===== src/rtl/icache.sv =====
// Direct-mapped, read-only instruction cache with 2-word blocks.
// Hits resolve combinationally in IDLE; misses fill the block via two memory transfers.
module icache #(
  parameter int SETS  = 16,
  parameter int IDX_W = $clog2(SETS),
  parameter int TAG_W = 32 - IDX_W - 3
) (
  input  logic        CLK,
  input  logic        RST,
  input  logic        imemREN,
  input  logic [31:0] imemaddr,
  input  logic        inv,
  output logic        ihit,
  output logic [31:0] imemload,
  output logic        iREN,
  output logic [31:0] iaddr,
  input  logic        iwait,
  input  logic [31:0] iload,
  output logic [1:0]  dbg_state_o
);

  typedef enum logic [1:0] {IDLE = 2'd0, FILL0 = 2'd1, FILL1 = 2'd2} state_t;

  state_t             state_q, state_d;
  logic [SETS-1:0]    valid_q;
  logic [TAG_W-1:0]   tag_q   [SETS];
  logic [31:0]        data0_q [SETS];
  logic [31:0]        data1_q [SETS];
  logic [TAG_W-1:0]   ftag_q, ftag_d;
  logic [IDX_W-1:0]   fidx_q, fidx_d;
  logic [31:0]        buf0_q, buf0_d;
  logic               fill_we;

  logic [IDX_W-1:0]   req_idx;
  logic [TAG_W-1:0]   req_tag;
  logic               hit;
  logic               unused_addr_bits;

  assign req_idx          = imemaddr[IDX_W+2:3];
  assign req_tag          = imemaddr[31:IDX_W+3];
  assign unused_addr_bits = ^imemaddr[1:0];
  assign dbg_state_o      = state_q;

  assign hit      = imemREN & valid_q[req_idx] & (tag_q[req_idx] == req_tag);
  assign ihit     = hit & (state_q == IDLE) & ~inv;
  assign imemload = ihit ? (imemaddr[2] ? data1_q[req_idx] : data0_q[req_idx]) : 32'd0;

  // Memory handshake: iREN requests the word at iaddr; a transfer completes on a
  // cycle with iREN & ~iwait, when iload is captured. While iwait is high the
  // request (iREN, iaddr) is held unchanged and iload is ignored.
  always_comb begin
    state_d = state_q;
    ftag_d  = ftag_q;
    fidx_d  = fidx_q;
    buf0_d  = buf0_q;
    fill_we = 1'b0;
    iREN    = 1'b0;
    iaddr   = 32'd0;
    case (state_q)
      IDLE: begin
        if (imemREN & ~hit & ~inv) begin
          state_d = FILL0;
          ftag_d  = req_tag;
          fidx_d  = req_idx;
        end
      end
      FILL0: begin
        iREN  = 1'b1;
        iaddr = {ftag_q, fidx_q, 3'b000};
        if (inv) begin
          state_d = IDLE;
        end else if (~iwait) begin
          buf0_d  = iload;
          state_d = FILL1;
        end
      end
      FILL1: begin
        iREN  = 1'b1;
        iaddr = {ftag_q, fidx_q, 3'b100};
        // Invalidate wins over a same-cycle completion: the line is not written.
        if (inv) begin
          state_d = IDLE;
        end else if (~iwait) begin
          fill_we = 1'b1;
          state_d = IDLE;
        end
      end
      default: state_d = IDLE;
    endcase
  end

  always_ff @(posedge CLK) begin
    if (RST) begin
      state_q <= IDLE;
      valid_q <= '0;
      ftag_q  <= '0;
      fidx_q  <= '0;
      buf0_q  <= '0;
    end else begin
      state_q <= state_d;
      ftag_q  <= ftag_d;
      fidx_q  <= fidx_d;
      buf0_q  <= buf0_d;
      if (inv) begin
        valid_q <= '0;
      end else if (fill_we) begin
        valid_q[fidx_q] <= 1'b1;
      end
    end
  end

  // Tag and data arrays carry no reset; valid_q alone qualifies them.
  always_ff @(posedge CLK) begin
    if (fill_we) begin
      tag_q[fidx_q]   <= ftag_q;
      data0_q[fidx_q] <= buf0_q;
      data1_q[fidx_q] <= iload;
    end
  end

endmodule


===== config.mk =====
export PLATFORM = sky130hd
export DESIGN_NAME = icache
export DESIGN_NICKNAME = d
export VERILOG_FILES = /design/src/rtl/icache.sv
export SDC_FILE = /design/constraint.sdc
export NUM_CORES = 1
export LEC_CHECK = 0
export CORE_ASPECT_RATIO = 1.2
export CORE_UTILIZATION = 40
export DETAILED_ROUTE_END_ITERATION = 6
export GPL_TIMING_DRIVEN = 0
export PLACE_DENSITY = 0.67
export SETUP_SLACK_MARGIN = 0.5
export SYNTH_ARGS = -nofsm -noshare
export SYNTH_HDL_FRONTEND = slang
export SYNTH_SLANG_ARGS = --single-unit

===== constraint.sdc =====
create_clock -name CLK -period 15.58 [get_ports CLK]
set_input_delay 3.895 -clock CLK [delete_from_list [all_inputs] [get_ports CLK]]
set_output_delay 3.895 -clock CLK [all_outputs]
set_load 0.03 [all_outputs]

After elaboration in Yosys (flattened, before gate mapping)
Memory sizes are Yosys's and may differ from the RTL's.
Cells that the tools add are included.

word-level totals
  bits in registers = 79
  bits in latches = 0
  memory bits (writable) = 1,424
  ROM bits = 0
  memories kept = 3

memories
  name     words  width  rd ports  clocked after memory_dff  write ports  line  RTL
  data0_q  16     32     1         0                         1            27    logic [31:0] data0_q [SETS];
  data1_q  16     32     1         0                         1            28    logic [31:0] data1_q [SETS];
  tag_q    16     25     1         0                         1            26    logic [TAG_W-1:0] tag_q [SETS];

operators by class
  add/sub/neg operators = 0
  multipliers = 0
  divide/modulo/power cells = 0
  order comparisons = 3
  equal/unequal tests = 6
  shift operators = 0
  muxes and demuxes = 19
  bitwise operators = 10
  reduce and logical (&&, ||, !) cells = 7

operator list
  operator              count
  $mux W32              2
  $pmux W32 S2          1
  $eq A25 B25 Y1        1
  $or A16 B16 Y16       1
  $lt A4 B5 Y1 const B  2
  $mux W2               5
  $mux W1               8
  $and A1 B1 Y1         6
  $ne A3 B3 Y1 const B  2
  $pmux W2 S3           1
  $reduce_and A3 Y1     2
  $bmux W1 S4           1
  $demux W1 S4          1
  $ge A4 B1 Y1 const B  1
  $reduce_or A2 Y1      2
  $not A1 Y1            3
  $eq A2 B1 Y1 const B  1
  $eq A2 B2 Y1 const B  1
  $logic_not A2 Y1      1
  $ne A2 B1 Y1 const B  1
  $reduce_and A2 Y1     1
  $logic_and A1 B1 Y1   1

Longest topological paths before layout
  depth in word-level cells = 9
  depth in mapped cells = 14
  gate-level depth less buffers = 9

Worst setup path after synthesis
Ideal clock, no wire load.

  kind = input to register
  from = input inv
  to = memory data0_q[0][0] (enable)
  data arrival time = 10.642 ns
  required time = 14.931 ns
  slack = 4.290 ns
  stages on the path = 4
  path buffers = 0
  path through = nor2_1 -> nand2_1 -> or3_1 -> nor3_1

on the way
  word-level cells in the longest chain between the ends = 4

ends and longest elaborated chain
  what                           line  RTL
  start, declared                12    input logic inv,
  $mux W1                        81    if (inv) begin
  $mux W1                        59    case (state_q)
  $mux W1                        114   if (fill_we) begin
  $mux W1 (not written as such)  116   data0_q[fidx_q] <= buf0_q;
  end, declared                  27

Every way passes these cells.

Worst setup path in the final report
  from = input imemaddr[3]
  to = output imemload[4]

on the way
  word-level cells in the longest chain between the ends = 7
  elaborated cells on any way between the ends = 12
  classes of those cells = eq/ne: 1; mux: 4; bitwise: 4; memory: 3

ends and longest elaborated chain
  what                                                                     line  RTL
  start, declared                                                          11    input logic [31:0] imemaddr,
  parallel branches: the longest is 6 deep, another holds $mem_v2 Z16 W25  --
  $mux W32 *                                                               46    assign imemload = ihit ? (imemaddr[2] ? data1_q[req_idx] : data0_q[req_idx]) : 32'd0;
  end, declared                                                            14    output logic [31:0] imemload,

Mark *: on every way between the ends. The select of a mux whose other input is x is not followed.

==> flow_metrics.py <==
metrics = {
    "status": {
        "status": "finished clean",
    },
    "timing": {
        "finalCritPeriodShare_pct": 91.4,
        "tns_ns": 0,
        "post-route-min-period_ns": 14.24,
        "hold_slack_ns": 0.463,
        "maxSlewViolCount": 0,
        "clock_skew_ns": 0.0203,
        "rsz0062_at_grt": "no",
        "worst_pin_slew_ns": 1.27,
        "slew_headroom_pct": 15.1,
        "max_freq_ghz": 0.0702,
        "layout_setup_ws_ns": 1.34,
        "finalHoldViolCount": 0,
        "setup_viol": 0,
    },
    "clock_network": {
        "cts_tree": "yes",
        "cts_setup_buffers": 0,
        "clk_latency_ns": 0.77,
        "cts_resized": 0,
        "clock_path_buffers": 3,
        "holdBufCountCts": 0,
        "cts_buffers": 152,
        "clk_pin_slew_ns": 0.06,
        "clock-sinks": 1503,
        "root_buffer": "clkbuf_16",
        "htree_levels": 4,
    },
    "floorplan": {
        "fp.dieArea_um2": 146000,
        "io_pins": 137,
        "rows": 152,
        "coreArea_um2": 143000,
        "die_y_um": 418,
        "start_util_pct": 40.3,
        "die_w_um": 349,
    },
    "detailed_routing": {
        "avgViaCountPerCell": 5.66,
        "vias": 28700,
        "wl_mm": 147,
        "dr.pass1.iters": 7,
        "wire_per_inst_um": 29.1,
        "drc": 0,
        "drt-initial-drc-count": 3431,
        "drtAntennaViolNets": 0,
    },
    "worst_setup_path": {
        "worstPathMaxFanout": 11,
        "endpoint_kind": "primary output",
        "reg2reg_to": "ftag_q[16]",
        "reg2reg_from": "tag_q[1][12]",
        "reg2reg_depth": 10,
        "reg2reg_slack_ns": 12.01,
        "critical_path_required_ns": 11.69,
        "cp.arrival_ns": 10.35,
        "worstSetupStartpointType": "primary input",
        "setup.worst_path.class": "in -> out",
    },
    "global_routing": {
        "antenna_found_initial": 11,
        "grt_max_degree": 25,
        "grt_pass1_vias": 28800,
        "grt.overflow.total": 0,
        "grt_pass1_wl_mm": 210,
        "track_usage_pct": 20.3,
    },
    "logic_synthesis": {
        "synth_cell_type_count": 56,
        "ys_seq_area_share_pct": 76.9,
        "async_flop_share_pct": 0,
        "synth_edf_count": 1424,
        "synth_warnings": 0,
        "synth.avg_cell_area_um2": 22.0,
        "netlist_instances": 2624,
        "synth_area_leader_cell": "edfxtp_1",
        "ys.flop_type": "edfxtp_1",
        "netlist.area_leader.share_pct": 74.2,
        "synth_area_leaders": "edfxtp_1 74%, mux4_2 16%, dfxtp_1 2.7%, mux2i_1 2.0%, nand2_1 0.95%",
        "syn_area_um2": 57700,
        "yosys_register_bits": 1503,
    },
    "placed_design": {
        "place_congestion": 0.829,
        "hpwl_mm": 94.3,
        "io_buffers": 127,
        "place_area_um2": 63100,
        "placed_cells": 4777,
        "dpl_worst_slack_ns": 1.51,
    },
    "power": {
        "leakage_nw": 21.0,
        "powerDensity_nw_per_um2": 124,
        "p_total_mw": 8.42,
        "peakVddDrop_v": 0.000125,
    },
    "flow_run": {
        "cap_viol_max_count": 0,
    },
    "final_layout": {
        "final_common_cell": "edfxtp_1",
        "final_area_um2": 68000,
        "syn2layout_area_growth_pct": 18.0,
        "drive_gt1_share_pct": 25.6,
        "final_cell_mix": "1,424 x edfxtp_1, 401 x mux4_2, 154 x clkbuf_16, 146 x nand2_1, 127 x clkdlybuf4s50_1",
        "fillers": 11700,
        "fin_cells": 5064,
        "final_nets": 3078,
        "post-route-util_pct": 47.6,
    },
    "min_path": {
        "min_path_type": "reg -> reg",
        "min_path_cells": 1,
        "hp-start": "valid_q[6]",
        "hold_end": "valid_q[6]",
    },
}
-- worst max-delay path, cell delays in order --
cell and delay (ns):
clkdlybuf4s50_1 0.57, buf_6 0.21, buf_4 0.31, buf_4 0.32
buf_2 0.51, mux2i_1 0.29, xnor2_1 0.14, o41ai_1 0.63
o211ai_1 0.35, nor3_1 0.44, nand3b_1 0.58, clkbuf_1 0.59
a21oi_1 0.68, clkdlybuf4s50_1 0.79
-- report_power, final --
part	internal, mW	switching, mW
combinational	0.140	0.201
sequential	4.41	0.0252
clock	2.10	1.55
total	6.65	1.77
-- layout make-up --
cell class	count	area [µm²]	area share, %
flip-flops and latches	1503	44300	65.2
multi-input cells	971	12700	18.7
clock buffers	213	4210	6.18
repair buffers	227	2870	4.22
well taps	1925	2410	3.54
clock inverters	71	785	1.15
plain buffers	142	648	0.952
inverters	9	33.8	0.0496
diodes	3	7.51	0.0110
-- Yosys cell counts (all sizes together), types with 2 or more instances --
| cell | count |
|---|---|
| nand2 | 146 |
| mux2i | 115 |
| edfxtp | 1424 |
| xnor2 | 9 |
| o21a | 17 |
| mux4 | 401 |
| nand2b | 6 |
| o21ai | 3 |
| xor2 | 20 |
| nor2b | 7 |
| o211ai | 3 |
| nand3 | 10 |
| nor2 | 55 |
| o22ai | 4 |
| nor3 | 8 |
| a22o | 2 |
| inv | 8 |
| and2 | 31 |
| clkbuf | 69 |
| nand4 | 5 |
| nor3b | 2 |
| a21oi | 71 |
| dfxtp | 79 |
| nor4 | 2 |
| a22oi | 18 |
| or3 | 3 |
| a21boi | 4 |
| a21o | 2 |
| buf | 73 |
| ha | 3 |
| and3 | 2 |
| mux2 | 4 |
-- flip-flops by register name, indices dropped and copies added, names as in the netlist --
register,count
valid_q,16
dbg_state_o,2
tag_q,400
ftag_q,25
fidx_q,4
data0_q,512
data1_q,512
buf0_q,32
-- cells by family after synthesis --
family	synth area share (%)
XOR/XNOR	0.441
multiplexers	17.7
AND/OR/NAND/NOR	2.17
buffers and inverters	1.18
other	0.00650
AO/OA/AOI/OAI	1.49
flip-flops	76.9
adder cells (fa/ha/maj)	0.0651
-- how the worst max path moves through the flow --
stage,start,to,cells past startpoint
floorplan,inv,data0_q[0][0],4
global placement,inv,data0_q[8][15],4
detailed placement,imemaddr[3],imemload[5],14
CTS,imemaddr[3],imemload[5],14
global route,imemaddr[3],imemload[5],14
finish,imemaddr[3],imemload[4],14
-- layer usage --
| metal | wire length [µm] | vias up | global-route usage, % |
|---|---|---|---|
| met1 | 57100 | 15300 | 27.1 |
| met4 | 4190 | 12 | 6.53 |
| li1 | - | 11700 | - |
| met3 | 13100 | 253 | 4.21 |
| met2 | 72700 | 1456 | 33.3 |
| met5 | 85 | - | 0 |
(Power assumes the default switching activity.)
